===== config.mk =====
export PLATFORM = sky130hd
export DESIGN_NAME = distri_ram_reader
export DESIGN_NICKNAME = d
export VERILOG_FILES = /design/src/rtl/distri_ram_reader.sv
export SDC_FILE = /design/constraint.sdc
export NUM_CORES = 1
export LEC_CHECK = 0
export ABC_AREA = 1
export BUFFER_PORTS_ARGS = -buffer_cell sky130_fd_sc_hd__buf_2
export CAP_MARGIN = 25
export CORE_ASPECT_RATIO = 0.6
export CORE_MARGIN = 5
export CORE_UTILIZATION = 50
export CTS_CLUSTER_DIAMETER = 80
export DETAILED_ROUTE_END_ITERATION = 12
export PLACE_DENSITY = 0.78
export SYNTH_ARGS = -nofsm -noshare
export SYNTH_HDL_FRONTEND = slang
export SYNTH_SLANG_ARGS = --single-unit

===== constraint.sdc =====
create_clock -name clk_i -period 2.65 [get_ports clk_i]
set_clock_uncertainty 0.1 [all_clocks]
set_input_delay 0 -clock clk_i [delete_from_list [all_inputs] [get_ports clk_i]]
set_output_delay 0 -clock clk_i [all_outputs]
set_load 0.01 [all_outputs]

===== src/rtl/distri_ram_reader.sv =====
// distri_ram_reader
//   Streams a run of entries out of a distributed RAM (asynchronous read
//   port) onto a registered valid/ready interface with a last flag and a
//   completion pulse.
//
// Ports
//   clk_i       rising-edge clock
//   rst_ni      asynchronous active-low reset
//   start_i     start request, sampled only while idle
//   base_i      first entry index (< ENTRY_NUM)
//   len_i       number of entries to stream, 0..ENTRY_NUM
//   flush_i     abort the current stream (no effect while idle)
//   busy_o      high while a stream is in progress
//   done_o      one-cycle pulse when a stream completes normally
//   ram_addr_o  RAM read address (the internal pointer)
//   ram_data_i  combinational RAM read data for ram_addr_o
//   data_o      stream data (registered)
//   valid_o     stream valid (registered)
//   last_o      final word of the stream, qualified by valid_o
//   ready_i     downstream ready
module distri_ram_reader #(
   parameter int ENTRY_NUM = 32,
   parameter int XLEN      = 32,
   parameter int AWDTH     = $clog2(ENTRY_NUM)
) (
   input  logic             clk_i,
   input  logic             rst_ni,
   input  logic             start_i,
   input  logic [AWDTH-1:0] base_i,
   input  logic [AWDTH:0]   len_i,
   input  logic             flush_i,
   output logic             busy_o,
   output logic             done_o,
   output logic [AWDTH-1:0] ram_addr_o,
   input  logic [XLEN-1:0]  ram_data_i,
   output logic [XLEN-1:0]  data_o,
   output logic             valid_o,
   output logic             last_o,
   input  logic             ready_i
);

   typedef enum logic [1:0] {
      IDLE  = 2'd0,
      READ  = 2'd1,
      DRAIN = 2'd2
   } state_t;

   localparam logic [AWDTH-1:0] PTR_MAX = AWDTH'(ENTRY_NUM - 1);
   localparam logic [AWDTH-1:0] PTR_ONE = AWDTH'(1);
   localparam logic [AWDTH:0]   REM_ONE = (AWDTH + 1)'(1);

   state_t            state_q, state_d;
   logic [AWDTH-1:0]  ptr_q, ptr_d;
   logic [AWDTH:0]    rem_q, rem_d;
   logic [XLEN-1:0]   data_q, data_d;
   logic              valid_q, valid_d;
   logic              last_q, last_d;
   logic              done_q, done_d;
   logic              load;

   always_ff @(posedge clk_i or negedge rst_ni) begin
      if (!rst_ni) begin
         state_q <= IDLE;
         ptr_q   <= '0;
         rem_q   <= '0;
         data_q  <= '0;
         valid_q <= 1'b0;
         last_q  <= 1'b0;
         done_q  <= 1'b0;
      end else begin
         state_q <= state_d;
         ptr_q   <= ptr_d;
         rem_q   <= rem_d;
         data_q  <= data_d;
         valid_q <= valid_d;
         last_q  <= last_d;
         done_q  <= done_d;
      end
   end

   always_comb begin
      state_d = state_q;
      ptr_d   = ptr_q;
      rem_d   = rem_q;
      data_d  = data_q;
      valid_d = valid_q;
      last_d  = last_q;
      done_d  = 1'b0;
      load    = 1'b0;

      unique case (state_q)
         IDLE: begin
            if (start_i) begin
               if (len_i != '0) begin
                  state_d = READ;
                  ptr_d   = base_i;
                  rem_d   = len_i;
               end else begin
                  // Empty run: acknowledge with a done pulse, emit nothing.
                  done_d = 1'b1;
               end
            end
         end

         READ: begin
            // The output register refills whenever it is empty or being
            // drained this cycle, giving one word per cycle under ready.
            load = (rem_q != '0) && (!valid_q || ready_i);
            if (load) begin
               data_d  = ram_data_i;
               valid_d = 1'b1;
               last_d  = (rem_q == REM_ONE);
               ptr_d   = (ptr_q == PTR_MAX) ? '0 : ptr_q + PTR_ONE;
               rem_d   = rem_q - REM_ONE;
               if (rem_q == REM_ONE) begin
                  state_d = DRAIN;
               end
            end else if (valid_q && ready_i) begin
               valid_d = 1'b0;
               last_d  = 1'b0;
            end
         end

         DRAIN: begin
            if (valid_q && ready_i) begin
               valid_d = 1'b0;
               last_d  = 1'b0;
               state_d = IDLE;
               done_d  = 1'b1;
            end
         end

         default: begin
            state_d = IDLE;
         end
      endcase

      // Abort overrides all of the above outside IDLE; no completion pulse.
      if (flush_i && (state_q != IDLE)) begin
         state_d = IDLE;
         valid_d = 1'b0;
         last_d  = 1'b0;
         rem_d   = '0;
         done_d  = 1'b0;
      end
   end

   assign busy_o     = (state_q != IDLE);
   assign done_o     = done_q;
   assign ram_addr_o = ptr_q;
   assign data_o     = data_q;
   assign valid_o    = valid_q;
   assign last_o     = last_q;

endmodule


After elaboration in Yosys (flattened, before gate mapping) --
Cells that the tools add are included.
Word-level totals: bits in registers 48, latch bits 0, RAM bits 0, bits in read-only memories 0, input bits 48, output and inout port bits 41, memories kept 0
Cells by class: $add $sub $neg 2, multiply operators 0, divide/modulo/power cells 0, order comparisons 0, equality and inequality tests 12, shift operators 0, multiplexer cells 30, bitwise operators 0, reduce and logical (&&, ||, !) cells 16
Operator list (count):
- $mux W6 | 4
- $mux W5 | 4
- $ne A3 B3 Y1 const B | 5
- $mux W2 | 6
- $pmux W6 S2 | 1
- $reduce_bool A6 Y1 | 2
- $mux W1 | 10
- $pmux W5 S2 | 1
- $reduce_and A4 Y1 | 2
- $eq A6 B1 Y1 const B | 1
- $ne A2 B2 Y1 const B | 3
- $pmux W1 S2 | 3
- $pmux W2 S3 | 1
- $reduce_bool A3 Y1 | 2
- $sub A6 B1 Y6 const B | 1
- $add A5 B1 Y5 const B | 1
- $eq A5 B5 Y1 const B | 1
- $reduce_and A5 Y1 | 1
- $reduce_bool A2 Y1 | 2
- $logic_and A1 B1 Y1 | 3
- $eq A2 B1 Y1 const B | 1
- $eq A2 B2 Y1 const B | 1
- $logic_not A2 Y1 | 1
- $reduce_and A2 Y1 | 1
- other kinds (2) | 2

Logic depth before layout (Yosys ltp) --
depth after elaboration 6, mapped depth 9, mapped depth without buffers 9

Worst setup path after synthesis --
Ideal clock, no wire load.
path type register to register, start point register ptr_q[0] (netlist: ram_addr_o[0]), end point register ptr_q[2] (netlist: ram_addr_o[2]), data arrival time 1.413 ns, setup slack 1.072 ns, stages on the path, launching flop included 10, path buffers 0, path through dfrtp_1 > ha_1 > nand2_1 > nor2_1 > ha_1 > nor2_2 > o21ai_0 > o21ai_0 > nand3_1 > nand2_1
Between the ends: word-level cells in the longest chain between the ends 4
Ends and longest elaborated chain:
- start: declaration | RTL line 53 | logic [AWDTH-1:0] ptr_q, ptr_d;
- start signal: assignment | RTL line 72 | ptr_q <= ptr_d;
- $add A5 B1 Y5 or $eq A5 B5 Y1 (tied branches) | RTL line 113 | ptr_d = (ptr_q == PTR_MAX) ? '0 : ptr_q + PTR_ONE;
- $mux W5 (*) | RTL line 113
- $mux W5 (*) | RTL line 109 | if (load) begin
- $pmux W5 S2 (*) | RTL line 91 | unique case (state_q)
Every way passes the cells marked *; elsewhere a longest branch is shown, timed or not. The select of a mux whose other input is x is not followed. A chain may end at the register's enable or synchronous reset.

Final worst setup path --
start point register rem_q[0], end point register data_q[25] (netlist: data_o[25])
Between the ends: word-level cells in the longest chain between the ends 3
Ends and longest elaborated chain:
- start: declaration | RTL line 54 | logic [AWDTH:0] rem_q, rem_d;
- start signal: assignment | RTL line 73 | rem_q <= rem_d;
- $reduce_bool A6 Y1 | RTL line 108 | load = (rem_q != '0) && (!valid_q || ready_i);
- $logic_and A1 B1 Y1 | RTL line 108
- $reduce_and A2 Y1 (no source line)
- end signal: assignment | RTL line 74 | data_q <= data_d;
- end: declaration | RTL line 55 | logic [XLEN-1:0] data_q, data_d;
Every way passes these cells.

==> flow_metrics.py <==
metrics = {
    "clock_network": {
        "ctsResizeCount": 0,
        "path_clk_slew_ns": 0.09,
        "cts_hold_buf": 44,
        "cts-buffers-inserted": 5,
        "cts_buffer_depth": 2,
        "clock_sinks": 48,
        "cts_root_buffer": "clkbuf_8",
        "htreeDepth": 2,
        "cts_tree": "done",
        "cts_setup_buffers": 0,
        "clk_latency_ns": 0.29,
    },
    "timing": {
        "finalHoldViolations": 0,
        "period_needed_ns": 2.21,
        "setup_viol_count_final": 0,
        "slew_headroom_pct": 65.1,
        "grt_setup_unrepaired": "false",
        "period_share_pct": 83.3,
        "layout_setup_ws_ns": 0.443,
        "drv_slew": 0,
        "worst_pin_slew_ns": 0.523,
        "tns_ns": 0,
        "max_freq_mhz": 453,
    },
    "detailed_routing": {
        "drt-total-wl_mm": 6.51,
        "wl_per_cell_um": 13.7,
        "drc": 0,
        "drt_pass1_iterations": 4,
        "num_vias": 2284,
        "ant_nets": 0,
        "drt-initial-drc-count": 133,
        "vias_per_cell": 4.80,
    },
    "final_layout": {
        "fillers": 347,
        "nNetsFinal": 464,
        "layout-drive-gt1-share_pct": 28.1,
        "synthToLayoutAreaGrowth_pct": 44.0,
        "utilization_pct": 74.3,
        "area.sequential_um2": 1200,
        "multi_input_area_um2": 1030,
        "n_antenna_cell": 0,
    },
    "flow_run": {
        "drv_cap": 0,
    },
    "synth": {
        "synthArstFlopShare_pct": 100,
        "syn_area_per_cell_um2": 8.37,
        "ys_warn_count": 0,
        "synth_edf_count": 0,
        "synthDistinctLibCells": 34,
        "syn_area_um2": 2340,
        "ys_ff_latch": 48,
        "synth_nets": 332,
        "ys.flop_type": "dfrtp_1",
        "syn_inst": 280,
        "seq_area_frac_synth_pct": 51.3,
    },
    "die": {
        "die_h_um": 63.0,
        "pin_count": 89,
        "start_util_pct": 51.6,
        "die_area_um2": 6200,
        "placementRows": 19,
        "core_area_um2": 4540,
        "die_width_um": 98.4,
    },
    "pwr": {
        "power.leakage_uw": 0.00186,
        "total_power_uw": 3810,
        "p_per_area_nw_per_um2": 1130,
        "peakVddDrop_uv": 615,
    },
    "global_routing": {
        "grt_pass1_wl_mm": 11.1,
        "grt_overflow": 0,
        "antenna_found_initial": 0,
        "grt_pass1_vias": 2252,
        "grt_max_degree": 36,
        "grtUsageTotal_pct": 21.9,
    },
    "placed_design": {
        "port_buffers": 88,
        "routabilityCongestion": 0.892,
        "place_ws_ns": 0.483,
        "dp_hpwl_mm": 4.35,
    },
    "setup_path": {
        "critPathArrivalTime_ns": 2.34,
        "crit_path_start_kind": "flop",
        "worstSetupPathType": "flop to flop",
        "crit_path_max_fanout": 34,
        "worst_setup_path_end_kind": "flop",
        "required_ns": 2.78,
    },
    "min_path": {
        "holdCritPathClass": "primary input to flop",
    },
    "run_status": {
        "outcome": "complete, no violations",
    },
}
-- path summary, 6_finish.rpt --
kind | cells after the start | slack, ns | endpoint | startpoint
setup / recovery | 7 | 0.44 | data_o[25] | rem_q[0]
hold / removal | 5 | 0.02 | rem_q[0] | len_i[0]
setup reg to reg | 7 | 0.44 | data_o[25] | rem_q[0]
hold reg to reg | 2 | 0.38 | data_o[16] | data_o[16]
max in group asynchronous | 3 | 1.88 | data_o[3] | rst_ni
min in group asynchronous | 2 | 0.06 | state_q[0] | rst_ni
-- critical path, cell delays in order (launching register included) --
cell     delay (ns)
dfrtp_1        0.40
inv_1          0.12
ha_1           0.29
nand3_2        0.15
nand3_4        0.33
inv_2          0.54
nand2_1        0.13
nand2_1        0.09
-- stage by stage --
stage,hold WS [ns],cells,instance area [µm²]
4_1_cts,0.00750,476,3370
2_1_floorplan,-0.396,280,2340
5_1_grt,0.0315,476,3370
6_report,0.0244,476,3370
3_3_place_gp,0.0938,423,2810
3_5_place_dp,-0.159,424,2830
-- power by group --
group	internal, µW	switching, µW	total (µW)	leakage (µW)
sequential	1090	252	1340	0.000595
combinational	733	1220	1960	0.00121
clock	280	232	513	0.0000552
total	2100	1710	3810	0.00186
-- layout make-up --
class,instances,share of cell area [%]
Clock buffer,6,2.15
Clock inverter,2,1.04
Inverter,12,1.41
Multi-Input combinational cell,211,30.5
Sequential cell,48,35.6
Tap cell,63,2.34
Timing Repair Buffer,134,26.9
-- cells in the mapped netlist, types with 3 or more instances --
library cell	n	area (µm²)
o21ai_0	5	25.0
dfrtp_1	48	1200
buf_6	3	33.8
nand3_1	16	80.1
inv_1	9	33.8
nand2_2	3	18.8
buf_2	6	30.0
nor2_1	15	56.3
ha_1	4	50.1
o21ai_1	3	15.0
nand2_1	134	503
nor2_4	5	56.3
-- cell usage in the layout, fill, tap and decap left out, types with 2 or more instances in the layout --
| cell type | synthesis | final |
|---|---|---|
| clkbuf_8 | 0 | 5 |
| dfrtp_1 | 48 | 48 |
| inv_2 | 2 | 2 |
| nor2_4 | 5 | 5 |
| nand2_1 | 134 | 134 |
| o21ai_0 | 5 | 5 |
| o21ai_2 | 2 | 2 |
| a22oi_1 | 2 | 2 |
| a211oi_1 | 2 | 2 |
| nand2_2 | 3 | 3 |
| dlygate4sd3_1 | 0 | 44 |
| o22ai_1 | 2 | 2 |
| nor2_1 | 15 | 15 |
| nand2_4 | 2 | 2 |
| nand3_1 | 16 | 16 |
| buf_2 | 6 | 88 |
| ha_1 | 4 | 4 |
| inv_1 | 9 | 9 |
| o21ai_1 | 3 | 3 |
| nand4_1 | 2 | 2 |
-- per-layer routing --
| layer | routed length, µm | vias up | GRT usage, % |
|---|---|---|---|
| li1 | - | 1146 | - |
| met2 | 3060 | 78 | 35.3 |
| met3 | 451 | 2 | 6.13 |
| met4 | 12 | 0 | 1.70 |
| met5 | 0 | - | 0 |
| met1 | 2990 | 1058 | 30.8 |
-- registers in the layout, summed over array words and instances, names as in the netlist --
signal,count
data_o,32
rem_q,6
ram_addr_o,5
state_q,2
done_o,1
last_o,1
valid_o,1
-- cells by family (layout without fill, tap and decap cells) --
kind of cell	Yosys count	count (layout)	synth area share, %
compound gates	21	21	5.77
mux	1	1	0.427
simple gates	183	183	34.9
buf+inv	21	154	4.75
fa+ha+maj	4	4	2.14
flops	48	48	51.3
xor+xnor	2	2	0.748
(Power assumes the default switching activity.)
